`config.mk`:
```
export PLATFORM = sky130hd
export DESIGN_NAME = moore_run_detector_flat
export DESIGN_NICKNAME = d
export VERILOG_FILES = /design/src/rtl/moore_run_detector_pkg.sv /design/src/rtl/moore_run_detector_if.sv /design/src/rtl/moore_run_detector_sat_counter.sv /design/src/rtl/moore_run_detector.sv /design/src/flat_wrapper.sv
export SDC_FILE = /design/constraint.sdc
export NUM_CORES = 1
export LEC_CHECK = 0
export ABC_CLOCK_PERIOD_IN_PS = 2300
export BUFFER_PORTS_ARGS = -buffer_cell sky130_fd_sc_hd__buf_4
export CAP_MARGIN = 20
export CORE_ASPECT_RATIO = 1.4
export CORE_MARGIN = 1.5
export CORE_UTILIZATION = 23
export CTS_CLUSTER_SIZE = 28
export DETAILED_ROUTE_END_ITERATION = 8
export GPL_ROUTABILITY_DRIVEN = 0
export PLACE_DENSITY = 0.4
export SLEW_MARGIN = 10
export SYNTH_ARGS = -nofsm -noshare
export SYNTH_HDL_FRONTEND = slang
export SYNTH_SLANG_ARGS = --single-unit
```
`constraint.sdc`:
```
create_clock -name Clock -period 2.3 [get_ports Clock]
set_input_delay 0.46 -clock Clock [delete_from_list [all_inputs] [get_ports Clock]]
set_output_delay 0.46 -clock Clock [all_outputs]
set_load 0.05 [all_outputs]
```
`src/rtl/moore_run_detector_pkg.sv`:
```
// Shared encodings for the Moore run-length detector.
//   ST_*   : 2-bit FSM state codes (IDLE, RUN, HIT, HOLD)
//   MODE_* : output mode codes; code 3 is reserved and behaves as LEVEL
package moore_det_pkg;

    localparam logic [1:0] ST_IDLE = 2'd0;
    localparam logic [1:0] ST_RUN  = 2'd1;
    localparam logic [1:0] ST_HIT  = 2'd2;
    localparam logic [1:0] ST_HOLD = 2'd3;

    localparam logic [1:0] MODE_LEVEL  = 2'd0;
    localparam logic [1:0] MODE_PULSE  = 2'd1;
    localparam logic [1:0] MODE_REPEAT = 2'd2;

    typedef enum logic [1:0] {
        S_IDLE = ST_IDLE,
        S_RUN  = ST_RUN,
        S_HIT  = ST_HIT,
        S_HOLD = ST_HOLD
    } state_t;

endpackage

```
`src/rtl/moore_run_detector_if.sv`:
```
// Control/status bundle of the run detector.
//   en, w, pol, len, mode, clr : sample enable, monitored input, active level,
//                                run length, output mode, hit-count clear
//   z, hit_count               : detect output, saturating hit counter
// master = driver of the controls, slave = the detector.
interface moore_run_detector_if #(
    parameter int unsigned MAX_LEN = 8,
    parameter int unsigned CNT_W   = 8
);
    localparam int unsigned LEN_W = $clog2(MAX_LEN + 1);

    logic             en;
    logic             w;
    logic             pol;
    logic [LEN_W-1:0] len;
    logic [1:0]       mode;
    logic             clr;
    logic             z;
    logic [CNT_W-1:0] hit_count;

    modport master (output en, w, pol, len, mode, clr, input  z, hit_count);
    modport slave  (input  en, w, pol, len, mode, clr, output z, hit_count);

endinterface

```
`src/rtl/moore_run_detector_sat_counter.sv`:
```
// Saturating up-counter with synchronous clear.
//   Clock, Resetn : clock, async active-low reset
//   clr           : force zero; wins over a coincident inc
//   inc           : count one event, held at all-ones once reached
//   q             : registered count
module sat_counter #(
    parameter int unsigned W = 8
) (
    input  logic         Clock,
    input  logic         Resetn,
    input  logic         clr,
    input  logic         inc,
    output logic [W-1:0] q
);

    logic [W-1:0] q_q;
    logic [W-1:0] q_d;

    // Next count: clear first, then saturating increment.
    always_comb begin
        q_d = q_q;
        if (clr) begin
            q_d = '0;
        end else if (inc && (q_q != {W{1'b1}})) begin
            q_d = q_q + W'(1);
        end
    end

    always_ff @(posedge Clock or negedge Resetn) begin
        if (!Resetn) begin
            q_q <= '0;
        end else begin
            q_q <= q_d;
        end
    end

    assign q = q_q;

endmodule

```
`src/rtl/moore_run_detector.sv`:
```
// Moore run-length detector: z is high while in HIT, reached after len
// consecutive enabled samples of w at level pol.
//   Clock, Resetn : clock, async active-low reset
//   bus (slave)   : en/w/pol/len/mode/clr controls, z/hit_count status
module moore_run_detector
    import moore_det_pkg::*;
#(
    parameter int unsigned MAX_LEN = 8,
    parameter int unsigned CNT_W   = 8
) (
    input  logic                 Clock,
    input  logic                 Resetn,
    moore_run_detector_if.slave  bus
);

    localparam int unsigned LEN_W = $clog2(MAX_LEN + 1);

    state_t           state_q, state_d;
    logic [LEN_W-1:0] cnt_q,   cnt_d;
    logic [LEN_W-1:0] len_q,   len_d;
    logic [1:0]       mode_q,  mode_d;
    logic             z_q;
    logic [LEN_W-1:0] len_eff_c;
    logic [LEN_W-1:0] cnt_inc_c;
    logic             a_c;
    logic             hit_c;

    assign a_c       = (bus.w == bus.pol);
    assign cnt_inc_c = cnt_q + LEN_W'(1);

    // Clamp requested length into 1..MAX_LEN.
    always_comb begin
        if (bus.len == '0) begin
            len_eff_c = LEN_W'(1);
        end else if (bus.len > LEN_W'(MAX_LEN)) begin
            len_eff_c = LEN_W'(MAX_LEN);
        end else begin
            len_eff_c = bus.len;
        end
    end

    // Next-state, run counter and configuration latch.
    always_comb begin
        state_d = state_q;
        cnt_d   = cnt_q;
        len_d   = len_q;
        mode_d  = mode_q;
        hit_c   = 1'b0;

        // Config follows the inputs on every IDLE edge, enabled or not.
        if (state_q == S_IDLE) begin
            len_d  = len_eff_c;
            mode_d = bus.mode;
        end

        if (bus.en) begin
            case (state_q)
                S_IDLE: begin
                    if (a_c) begin
                        if (len_eff_c == LEN_W'(1)) begin
                            state_d = S_HIT;
                            cnt_d   = LEN_W'(1);
                            hit_c   = 1'b1;
                        end else begin
                            state_d = S_RUN;
                            cnt_d   = LEN_W'(1);
                        end
                    end
                end
                S_RUN: begin
                    if (a_c) begin
                        cnt_d = cnt_inc_c;
                        if (cnt_inc_c == len_q) begin
                            state_d = S_HIT;
                            hit_c   = 1'b1;
                        end
                    end else begin
                        state_d = S_IDLE;
                        cnt_d   = '0;
                    end
                end
                S_HIT: begin
                    if (!a_c) begin
                        state_d = S_IDLE;
                        cnt_d   = '0;
                    end else if (mode_q == MODE_PULSE) begin
                        state_d = S_HOLD;
                    end else if (mode_q == MODE_REPEAT) begin
                        // Non-overlapping: the hit bit starts the next run.
                        if (len_q == LEN_W'(1)) begin
                            hit_c = 1'b1;
                        end else begin
                            state_d = S_RUN;
                            cnt_d   = LEN_W'(1);
                        end
                    end
                end
                S_HOLD: begin
                    if (!a_c) begin
                        state_d = S_IDLE;
                        cnt_d   = '0;
                    end
                end
                default: begin
                    state_d = S_IDLE;
                    cnt_d   = '0;
                end
            endcase
        end
    end

    always_ff @(posedge Clock or negedge Resetn) begin
        if (!Resetn) begin
            state_q <= S_IDLE;
            cnt_q   <= '0;
            len_q   <= LEN_W'(1);
            mode_q  <= MODE_LEVEL;
            z_q     <= 1'b0;
        end else begin
            state_q <= state_d;
            cnt_q   <= cnt_d;
            len_q   <= len_d;
            mode_q  <= mode_d;
            z_q     <= (state_d == S_HIT);
        end
    end

    assign bus.z = z_q;

    sat_counter #(
        .W (CNT_W)
    ) u_hit_cnt (
        .Clock  (Clock),
        .Resetn (Resetn),
        .clr    (bus.clr),
        .inc    (hit_c),
        .q      (bus.hit_count)
    );

endmodule

```
`src/flat_wrapper.sv`:
```
// flat-port wrapper written by rule: the top's interface ports become plain ports
module moore_run_detector_flat import moore_det_pkg::*;
#(
    parameter int unsigned MAX_LEN = 8,
    parameter int unsigned CNT_W   = 8
)
  (Clock, Resetn, bus_en, bus_w, bus_pol, bus_len, bus_mode, bus_clr, bus_z, bus_hit_count);
  moore_run_detector_if #(.MAX_LEN(MAX_LEN), .CNT_W(CNT_W)) bus_i ();
  input  logic Clock;
  input  logic Resetn;
  input wire logic [$bits(bus_i.en)-1:0] bus_en;
  input wire logic [$bits(bus_i.w)-1:0] bus_w;
  input wire logic [$bits(bus_i.pol)-1:0] bus_pol;
  input wire logic [$bits(bus_i.len)-1:0] bus_len;
  input wire logic [$bits(bus_i.mode)-1:0] bus_mode;
  input wire logic [$bits(bus_i.clr)-1:0] bus_clr;
  output wire logic [$bits(bus_i.z)-1:0] bus_z;
  output wire logic [$bits(bus_i.hit_count)-1:0] bus_hit_count;
  assign bus_i.en = bus_en;
  assign bus_i.w = bus_w;
  assign bus_i.pol = bus_pol;
  assign bus_i.len = bus_len;
  assign bus_i.mode = bus_mode;
  assign bus_i.clr = bus_clr;
  assign bus_z = bus_i.z;
  assign bus_hit_count = bus_i.hit_count;
  moore_run_detector #(.MAX_LEN(MAX_LEN), .CNT_W(CNT_W)) u_core (.Clock(Clock), .Resetn(Resetn), .bus(bus_i));
endmodule
```
==> summary.md, run 1 <==
| Metric | Value |
|---|---|
| Run status | `complete, no violations` |
| Clock period minus worst slack | `between 2 and 2.5 ns` |
| DR vias | `~1200` |
| Pin count of the biggest net entering global routing | `22` |
| Synthesized flop and latch total | `21` |
| Clock net sink count | `21` |
| Start of the worst register-to-register path | `u_core.u_hit_cnt.q[1]` |
| WP data arrival | `~2.4 ns` |
| Worst IR Drop VDD | `0.000288 V` |
| Global-route wire length before repair | `roughly 5700 microns` |
| Yosys top cell area share | `between 30% and 40%` |
| HPWL after DPL | `~2700 microns` |
| Number of clock buffers inserted by TritonCTS | `3` |
| Port Buffer Count | `20` |
| Post-synthesis average cell area | `~9.4 sq um` |
| Antenna violations before repair | `0` |
| First-pass DRT Iterations | `4` |
| Overall routing resource usage | `roughly an eighth` |
| Power Dens Cells | `about 1000 nW/um^2` |
| Clock-pin slew of the registers on the worst-case setup and hold paths | `about 0.080 ns` |
| Number of standard cells in the layout, taps in and fillers out | `around 260` |
| Ys async rst share | `100%` |
| Die Y-Extent | `94.2 microns` |
| Number of antenna cells inserted | `0` |
| Total die area | `roughly 6400 sq um` |
| Number of failing hold endpoints at the final stage | `0` |
| Syn Nets | `around 170` |
| Reg-to-reg setup timing slack | `around 0.1 ns` |
| Critical path endpoint category | `register` |
| # fillers | `approximately 640` |
| Starting Density | `23.7%` |
| Residual DRC count | `0` |
| Number of violations reported at the end of detailed-routing iteration 0 | `54` |
| Power Total | `1.85 mW` |
| Type of the worst setup path | `reg2reg` |
| Primary flip-flop cell chosen by synthesis mapping | `dfrtp_1` |
| Proportion of layout cells with a drive suffix above 1 | `roughly 34%` |
| Highest clock frequency the design can meet | `~450 MHz` |
| Leakage power | `about 0.8 nW` |
| Required time reported for the critical path endpoint | `between 2 and 2.5 ns` |
| Count of H-tree levels built during CTS | `1` |
| Via count of the first global-routing pass | `~1300` |
| Post-synth cell types | `39` |
| Area of the multi-input gates | `~820 sq um` |
| Final count of pins violating max slew | `0` |
| Sequential area share after synthesis | `38.5%` |
| Clock tree from TritonCTS | `yes` |
| Class of the worst hold path | `in2async` |
| Root buffer cell | `clkbuf_8` |
| Final clock period utilization by the worst path | `between 90% and 100%` |
| Slew Limit Headroom | `67.6%` |
| Worst-case hold slack | `around 0.076 ns` |
| Transition time of the tightest slew-check pin | `~0.48 ns` |
| Instance count after placement with tap cells included | `246` |
| Count of yosys warnings during synthesis | `0` |
| Highest fanout seen on the critical path | `10` |
| Largest area contributor in the synthesized netlist | `dfrtp_1` |
| Synthesized instance count | `around 150` |
| Row cnt | `33` |
| Total of max-cap violations | `0` |
| Largest cells by area after synthesis | `dfrtp_1 37%, ha_1 7.3%, mux2_2 5.8%` |
| Layout Area Growth over Synthesis | `33.9%` |
| Routed via count divided by cell count | `around 4.8` |
| Avg WL per Cell | `between 10 and 15 microns` |
| Sequential Area | `about 530 sq um` |
| Source-to-sink clock delay at the later pin of the worst-skew pair | `around 0.26 ns` |
| FF-to-FF End | `u_core.u_hit_cnt.q[5]` |
| Maximum buffer depth of the clock tree | `2` |
| EDFF count, synth | `0` |
| Layout Nets | `between 200 and 250` |
| Horiz. Die Dim | `between 60 and 70 microns` |
| Overall routed net length | `3510 microns` |
| Depth of the worst register-to-register path | `6` |
| Post-DRT Antenna Nets | `0` |
| Top-level port count | `21` |
| Setup violators final | `0` |
| Placeable core region | `between 5000 and 6000 sq um` |
| Kind of launch point of the worst setup path | `register` |
| Post-synthesis instance area | `between 1000 and 1500 sq um` |
| Global route overflow | `0` |
| Setup Skew | `~0.002 ns` |
## critical path, cell delays in order, from the launching register on
cell     delay, ns
dfrtp_2       0.43
ha_1          0.20
and3_1        0.22
nand3_1       0.09
or4b_4        0.54
or4_4         0.50
a21oi_1       0.15
## synth_stat cells (all sizes together), types with 2 or more instances
library cell  number
nand3b             3
nand2b             4
nand3              7
or4                3
mux2               7
xnor2              3
nor2b              3
dfrtp             20
o21ai             15
xor2               3
ha                 8
o31ai              5
a21oi              9
clkbuf             2
buf                2
or3                2
and3               3
nor3b              3
nor3               2
nand2              8
inv                7
nor2              12
## through the flow
| stage | utilization [%] | instance area, sq um | TNS (ns) | worst slack [ns] |
|---|---|---|---|---|
| floorplan | - | 1370 | 0 | 0.0316 |
| global placement | 29.4 | 1700 | 0 | 0.0129 |
| detailed placement | 29.4 | 1700 | -0.0302 | -0.0185 |
| CTS | 30.1 | 1740 | 0 | 0.000328 |
| global route | 31.7 | 1830 | -0.00384 | -0.00384 |
| finish | 31.7 | 1830 | 0 | 0.0995 |
## cell families (layout without fill, tap and decap cells)
logic type,Yosys count,in the layout,share of synthesized area [%]
AND/OR/NAND/NOR,55,55,22.8
AO/OA/AOI/OAI,36,36,15.9
flip-flops,21,21,38.5
buffers and inverters,11,54,3.66
adder cells (fa/ha/maj),8,8,7.32
XOR/XNOR,7,7,6.04
multiplexers,7,7,5.76
## sequential cells by signal (all words and copies together), names as in the netlist
name,count
u_core.state_q,2
u_core.u_hit_cnt.q,8
u_core.cnt_q,4
u_core.bus.z,1
u_core.len_q,4
u_core.mode_q,2
## worst max path at each step
stage	slack, ns	startpoint	cells after the start	endpoint
5_1_grt	-0.004	u_core.u_hit_cnt.q[1]	6	u_core.u_hit_cnt.q[5]
3_3_place_gp	0.01	bus_len[3]	7	u_core.u_hit_cnt.q[5]
4_1_cts	0.0003	u_core.cnt_q[0]	6	u_core.u_hit_cnt.q[5]
2_1_floorplan	0.03	u_core.u_hit_cnt.q[0]	7	u_core.u_hit_cnt.q[2]
6_report	0.1	u_core.u_hit_cnt.q[1]	6	u_core.u_hit_cnt.q[5]
3_5_place_dp	-0.02	bus_len[3]	7	u_core.u_hit_cnt.q[4]
## layer usage
layer	GRT usage, %	vias to the layer above	part of all wire (%)
met4	5.17	0	2.3
met3	2.28	8	3.4
met1	13.2	594	39
li1	-	604	-
met5	0	-	0
met2	21.0	30	55
## power breakdown
part	switching (mW)	internal [mW]	total [mW]
clock network	0.121	0.123	0.244
registers	0.0859	0.466	0.552
logic	0.533	0.523	1.06
total	0.739	1.11	1.85
## final cells by class
cell class,instances,share of cell area (%)
clock buffers,4,2.46
inverters,7,1.43
multi-input cells,113,44.9
flip-flops and latches,21,28.9
well taps,70,4.78
repair buffers,43,17.5
## placed cells by master, fill, tap and decap left out, types with 2 or more instances in the layout
master and instances:
nand3b_1 3, inv_1 7, and3_1 3, or3_1 2, a21oi_1 9, mux2_2 7, buf_4 42, clkbuf_8 3
nor3b_1 2, o31ai_1 5, xor2_1 3, xnor2_1 2, nor3_1 2, nor2_1 12, nand2b_1 4, nand3_1 7
o21ai_0 15, or4_1 2, nand2_1 7, ha_1 7, dfrtp_2 2, dfrtp_1 18, nor2b_1 3
## timing repair
action,in CTS,in global routing
hold buffers,0,0
endpoints found under the setup margin,0,6
resized for setup,0,5
setup buffers,0,8
(Power assumes the default switching activity.)
==> run 2, diff against run 1 <==
==> constraint.sdc (replaced) <==
create_clock -name Clock -period 2.3 [get_ports Clock]
set_input_delay 0.345 -clock Clock [delete_from_list [all_inputs] [get_ports Clock]]
set_output_delay 0.345 -clock Clock [all_outputs]
set_load 0.05 [all_outputs]
==> run 2 against run 1 <==
Against the previous run: non-clock buffer count fell by 13; maximum frequency barely moved; sequential power barely moved; wire length rose by 5.0%; via count fell by 0.89%; clock skew rose by 0.011 ns; largest power group unchanged.
==> summary.md, run 2 (synthesized netlist as in run 1, its figures left out) <==
| Metric | Value |
|---|---|
| Proportion of layout cells with a drive suffix above 1 | `29.4% (-4.1 points)` |
| Placeable core region | `5780 sq um (unchanged)` |
| Highest fanout seen on the critical path | `5 (-5)` |
| Number of antenna cells inserted | `0 (unchanged)` |
| Run status | `complete, no violations` |
| Number of failing hold endpoints at the final stage | `0 (unchanged)` |
| Final count of pins violating max slew | `0 (unchanged)` |
| Die Y-Extent | `94.2 microns (unchanged)` |
| Top-level port count | `21 (unchanged)` |
| Pin count of the biggest net entering global routing | `22 (unchanged)` |
| DR vias | `1225 (-0.89%)` |
| Required time reported for the critical path endpoint | `2.47 ns (-0.02 ns)` |
| Horiz. Die Dim | `68.2 microns (unchanged)` |
| Cell Chain, Critical Path | `ha_1 -> and3_1 -> nand3_1 -> or4b_4 -> nor3b_1 -> mux2_2` |
| Most common library cell in the layout ignoring fill and taps | `buf_4` |
| Starting Density | `23.7% (unchanged)` |
| Setup Skew | `0.0129 ns (+0.0109 ns)` |
| Transition time of the tightest slew-check pin | `0.561 ns (+0.0816 ns)` |
| Worst path max stage delay | `0.51 ns (-0.03 ns)` |
| Final clock period utilization by the worst path | `95.7% (about the same)` |
| Power Dens Cells | `1020 nW/um^2 (+0.45%)` |
| Residual DRC count | `0 (unchanged)` |
| Overall routing resource usage | `11.8% (-0.070 points)` |
| Number of cells traversed by the worst hold path | `2` |
| Clock-pin slew of the registers on the worst-case setup and hold paths | `0.10 ns (+0.02 ns)` |
| Class of the worst hold path | `in2reg` |
| Leakage power | `0.760 nW (-6.4%)` |
| Via count of the first global-routing pass | `1225 (-3.1%)` |
| Maximum buffer depth of the clock tree | `2 (unchanged)` |
| Reg-to-reg setup timing slack | `0.1 ns (about the same)` |
| Kind of launch point of the worst setup path | `register` |
| Clock period minus worst slack | `2.20 ns (+0.00145 ns)` |
| Critical path endpoint category | `register` |
| Most used cells in the layout excluding fill and tap cells | `29 x buf_4, 18 x dfrtp_1, 15 x o21ai_0` |
| Post-Route Setup TNS | `0 ns (unchanged)` |
| Worst IR Drop VDD | `0.000263 V (-8.7%)` |
| Port Buffer Count | `20 (unchanged)` |
| Number of clock buffers inserted by TritonCTS | `3 (unchanged)` |
| Count of H-tree levels built during CTS | `1 (unchanged)` |
| Root buffer cell | `clkbuf_8` |
| Hold-critical path endpoint | `u_core.mode_q[0]` |
| Clock net sink count | `21 (unchanged)` |
| Highest clock frequency the design can meet | `454 MHz (about the same)` |
| Total die area | `6420 sq um (unchanged)` |
| Total of max-cap violations | `0 (unchanged)` |
| Layout Nets | `198 (-5.3%)` |
| Type of the worst setup path | `reg2reg` |
| Global route overflow | `0 (unchanged)` |
| Global-route wire length before repair | `5780 microns (+0.84%)` |
| HPWL after DPL | `2570 microns (-3.4%)` |
| Post-DRT Antenna Nets | `0 (unchanged)` |
| Startpoint of the tightest hold check path | `bus_mode[0]` |
| Power Total | `1.80 mW (-2.8%)` |
| FF-to-FF End | `u_core.u_hit_cnt.q[2]` |
| Critical-path cell with the highest stage delay | `or4b_4` |
| Routed via count divided by cell count | `4.96 (+3.5%)` |
| Avg WL per Cell | `14.9 microns (+9.6%)` |
| Largest delay share family, worst path | `simple AND/OR/NAND/NOR gates` |
| Number of violations reported at the end of detailed-routing iteration 0 | `44 (-19%)` |
| Row cnt | `33 (unchanged)` |
| Layout Area Growth over Synthesis | `29.6%` |
| Depth of the worst register-to-register path | `6 (unchanged)` |
| Slew Limit Headroom | `62.3% (-5.3 points)` |
| Largest register FFs | `8 (unchanged)` |
| RSZ-0062 raised after global routing | `no` |
| WP data arrival | `2.37 ns (-0.02 ns)` |
| Source-to-sink clock delay at the later pin of the worst-skew pair | `0.27 ns (about the same)` |
| Start of the worst register-to-register path | `u_core.u_hit_cnt.q[0]` |
| Antenna violations before repair | `0 (unchanged)` |
| Overall routed net length | `3680 microns (+5.0%)` |
| Setup violators final | `0 (unchanged)` |
| First-pass DRT Iterations | `4 (unchanged)` |
| Clock tree from TritonCTS | `yes` |
| Critical path buffer and inverter count | `0 (unchanged)` |
-- run 2: cell type report --
cell class / instances / area, sq um
fillers: 628 / 4010
clock buffers: 3 / 41.3
repair buffers: 30 / 228
inverters: 7 / 26.3
well taps: 70 / 87.6
multi-input cells: 115 / 852
flip-flops and latches: 21 / 529
clock inverters: 1 / 7.51
-- run 2: how the worst max path moves through the flow --
stage / start / endpoint / slack [ns] / depth (start not counted)
floorplan: u_core.u_hit_cnt.q[0] / u_core.u_hit_cnt.q[2] / 0.03 / 7
global placement: u_core.cnt_q[1] / u_core.u_hit_cnt.q[5] / 0.1 / 6
detailed placement: u_core.cnt_q[1] / u_core.u_hit_cnt.q[5] / 0.02 / 6
CTS: u_core.cnt_q[0] / u_core.u_hit_cnt.q[5] / 0.009 / 6
global route: u_core.u_hit_cnt.q[0] / u_core.u_hit_cnt.q[5] / 0.007 / 6
finish: u_core.u_hit_cnt.q[0] / u_core.u_hit_cnt.q[2] / 0.1 / 6
-- run 2: power by group --
part | total, mW | switching (mW) | internal [mW]
clock network | 0.261 | 0.138 | 0.123
registers | 0.553 | 0.0867 | 0.466
logic | 0.986 | 0.541 | 0.444
-- run 2: worst register-to-register path, stage by stage, from the launching register on --
cell and delay, ns:
dfrtp_2 0.44, ha_1 0.22, and3_1 0.21, nand3_1 0.11, or4b_4 0.51, nor3b_1 0.25
mux2_2 0.36
-- run 2: what timing repair did --
item,in CTS,in global routing
buffers inserted,0,1
hold buffers,1,0
hold endpoints to repair,20,0
endpoints found under the setup margin,0,6
gates resized for setup,0,6
-- run 2: metrics by stage --
step | utilization, % | cells | hold WS [ns] | instance area [sq um] | setup WS [ns]
after global routing | 30.6 | 247 | 0.295 | 1770 | 0.00657
after floorplan | - | 145 | 0.0494 | 1370 | 0.0316
after global placement | 28.4 | 239 | 0.251 | 1640 | 0.0965
after CTS | 29.5 | 244 | 0.298 | 1700 | 0.00899
final | 30.6 | 247 | 0.302 | 1770 | 0.0980
after detailed placement | 28.4 | 239 | 0.263 | 1640 | 0.0248
-- run 2: layer usage --
layer	wire [microns]	vias up	global-route usage [%]	part of all wire, %
met5	0	-	0	0
met4	29	0	3.50	0.79
met3	100	2	1.44	2.7
met2	1970	24	21.0	54
met1	1580	610	14.3	43
li1	-	589	-	-
==> run 3, diff against run 2 <==
--- a/config.mk
+++ b/config.mk
@@ -9,7 +9,7 @@
 export BUFFER_PORTS_ARGS = -buffer_cell sky130_fd_sc_hd__buf_4
 export CAP_MARGIN = 20
 export CORE_ASPECT_RATIO = 1.4
-export CORE_MARGIN = 1.5
+export CORE_MARGIN = 10
 export CORE_UTILIZATION = 23
 export CTS_CLUSTER_SIZE = 28
 export DETAILED_ROUTE_END_ITERATION = 8
==> run 3 against run 2 <==
Against the previous run: critical path depth stayed put; clock skew fell by 0.0092 ns; die area is 47% higher; clock power fell by 3%; non-clock buffer count shrank 1; largest cell class unchanged; wire length is 2.1% lower; sequential power is 2% lower; via count fell by 2.7%; final area decreased by 2.6%; final cell count shrank 0.81%; setup slack better by 0.0062 ns; maximum frequency increased by 0.28%.
==> summary.md, run 3 (synthesized netlist as in run 1, its figures left out) <==
| Metric | Value |
|---|---|
| Root buffer cell | `clkbuf_8` |
| Setup Skew | `0.00376 ns (-0.00918 ns)` |
| Antenna violations before repair | `0 (unchanged)` |
| # fillers | `608 (-3.2%)` |
| Placement-stage cell area | `1640 sq um (-0.46%)` |
| Number of antenna cells inserted | `0 (unchanged)` |
| Transition time of the tightest slew-check pin | `0.502 ns (-0.0594 ns)` |
| Post-Route Setup TNS | `0 ns (unchanged)` |
| Post-DRT Antenna Nets | `0 (unchanged)` |
| Layout Nets | `196 (-1.0%)` |
| Residual DRC count | `0 (unchanged)` |
| Kind of launch point of the worst setup path | `register` |
| Layout Area Growth over Synthesis | `26.2%` |
| Total of max-cap violations | `0 (unchanged)` |
| DR vias | `1192 (-2.7%)` |
| Top-level port count | `21 (unchanged)` |
| Port Buffer Count | `20 (unchanged)` |
| Maximum buffer depth of the clock tree | `2 (unchanged)` |
| Final clock period utilization by the worst path | `95.5% (-0.27 points)` |
| Highest fanout seen on the critical path | `6 (+1)` |
| Number of failing hold endpoints at the final stage | `0 (unchanged)` |
| Horiz. Die Dim | `85.2 microns (+25%)` |
| Number of clock buffers inserted by TritonCTS | `3 (unchanged)` |
| Die Y-Extent | `111 microns (+18%)` |
| Highest clock frequency the design can meet | `455 MHz (+0.28%)` |
| Final standard cell area without fillers | `1730 sq um (-2.6%)` |
| Required time reported for the critical path endpoint | `2.49 ns (+0.02 ns)` |
| Setup WS post-layout | `0.104 ns (+0.00618 ns)` |
| Run status | `complete, no violations` |
| Class of the worst hold path | `in2reg` |
| Final count of pins violating max slew | `0 (unchanged)` |
| Worst IR Drop VDD | `0.000323 V (+23%)` |
| HPWL after DPL | `2680 microns (+4.4%)` |
| Type of the worst setup path | `reg2reg` |
| Global-route wire length before repair | `5760 microns (-0.24%)` |
| Leakage power | `0.750 nW (-1.3%)` |
| Setup violators final | `0 (unchanged)` |
| Slew Limit Headroom | `66.1% (+3.8 points)` |
| Placeable core region | `5820 sq um (+0.71%)` |
| Power Dens Cells | `982 nW/um^2 (-3.3%)` |
| Routed via count divided by cell count | `4.87 (-1.9%)` |
| Via count of the first global-routing pass | `1246 (+1.7%)` |
| Pin count of the biggest net entering global routing | `22 (unchanged)` |
| RSZ-0062 raised after global routing | `yes` |
| Most common library cell in the layout ignoring fill and taps | `buf_4` |
| Clock tree from TritonCTS | `yes` |
| Number of violations reported at the end of detailed-routing iteration 0 | `44 (unchanged)` |
| Total die area | `9470 sq um (+47%)` |
| Setup slack after placement | `0.0405 ns (+0.0157 ns)` |
| Clock-pin slew of the registers on the worst-case setup and hold paths | `0.09 ns (about the same)` |
| Worst-case hold slack | `0.312 ns (+0.0103 ns)` |
| Overall routing resource usage | `7.23% (-4.6 points)` |
| Most used cells in the layout excluding fill and tap cells | `28 x buf_4, 18 x dfrtp_1, 15 x o21ai_0` |
| Largest register FFs | `8 (unchanged)` |
| Layout Utilization | `29.6% (-1.0 points)` |
| Instance count after placement with tap cells included | `238 (-0.42%)` |
| Global route overflow | `0 (unchanged)` |
| WP data arrival | `2.39 ns (+0.02 ns)` |
| Count of H-tree levels built during CTS | `1 (unchanged)` |
| Starting Density | `23.5% (-0.17 points)` |
| Clock net sink count | `21 (unchanged)` |
| Avg WL per Cell | `14.7 microns (-1.3%)` |
| Row cnt | `33 (unchanged)` |
| Overall routed net length | `3600 microns (-2.1%)` |
| Source-to-sink clock delay at the later pin of the worst-skew pair | `0.26 ns (about the same)` |
| First-pass DRT Iterations | `4 (unchanged)` |
| Proportion of layout cells with a drive suffix above 1 | `26.9% (-2.5 points)` |
| Power Total | `1.69 mW (-5.9%)` |
| Clock period minus worst slack | `2.20 ns (-0.00618 ns)` |
| Number of standard cells in the layout, taps in and fillers out | `245 (-0.81%)` |
| Critical path endpoint category | `register` |
## run 3: cell count changes in the layout (fill, tap and decap cells not counted)
cell        delta
ha_1           +1
nand3_1        +1
ha_4           -1
buf_4          -1
clkinvlp_4     -1
nand3_2        -1
xnor2_2        -1
xnor2_1        +1
o311a_2        -1
clkinv_2       +1
## run 3: final timing paths
path	cells after the start	endpoint	slack, ns	from
worst max-delay path	6	u_core.u_hit_cnt.q[5]	0.10	u_core.u_hit_cnt.q[0]
min in group asynchronous	2	u_core.len_q[1]	0.50	Resetn
worst min-delay path	2	u_core.mode_q[0]	0.31	bus_mode[0]
worst min register to register	1	u_core.cnt_q[3]	0.55	u_core.cnt_q[3]
max in group asynchronous	2	u_core.len_q[0]	1.52	Resetn
worst max register to register	6	u_core.u_hit_cnt.q[5]	0.10	u_core.u_hit_cnt.q[0]
## run 3: cell type report
cell class / count / area (sq um) / share of cell area (%)
repair buffers: 29 / 220 / 12.8
multi-input cells: 114 / 816 / 47.3
clock buffers: 3 / 41.3 / 2.39
flip-flops and latches: 21 / 529 / 30.7
inverters: 7 / 26.3 / 1.52
well taps: 70 / 87.6 / 5.08
clock inverters: 1 / 5.00 / 0.290
## run 3: metal layers
| metal | part of all wire (%) | GRT usage [%] | vias up |
|---|---|---|---|
| met5 | 0 | 0 | - |
| li1 | - | - | 585 |
| met1 | 40 | 7.65 | 576 |
| met2 | 53 | 12.9 | 27 |
| met4 | 1.6 | 2.86 | 0 |
| met3 | 4.6 | 1.99 | 4 |
## run 3: report_power, final
part | total, mW | switching [mW] | internal [mW]
registers | 0.543 | 0.0764 | 0.467
logic | 0.898 | 0.497 | 0.401
clock network | 0.253 | 0.132 | 0.121
total | 1.69 | 0.705 | 0.989
## run 3: critical path, stage by stage (launching register included)
cell and delay (ns):
dfrtp_2 0.44, ha_1 0.22, and3_1 0.22, nand3_1 0.11
or4b_4 0.52, or4_1 0.48, a21oi_1 0.15
## run 3: timing repair
action	CTS	global route
gates resized for setup	0	3
endpoints found under the hold margin	20	0
hold buffers	1	0
setup buffers	0	1
setup endpoints to repair	0	6
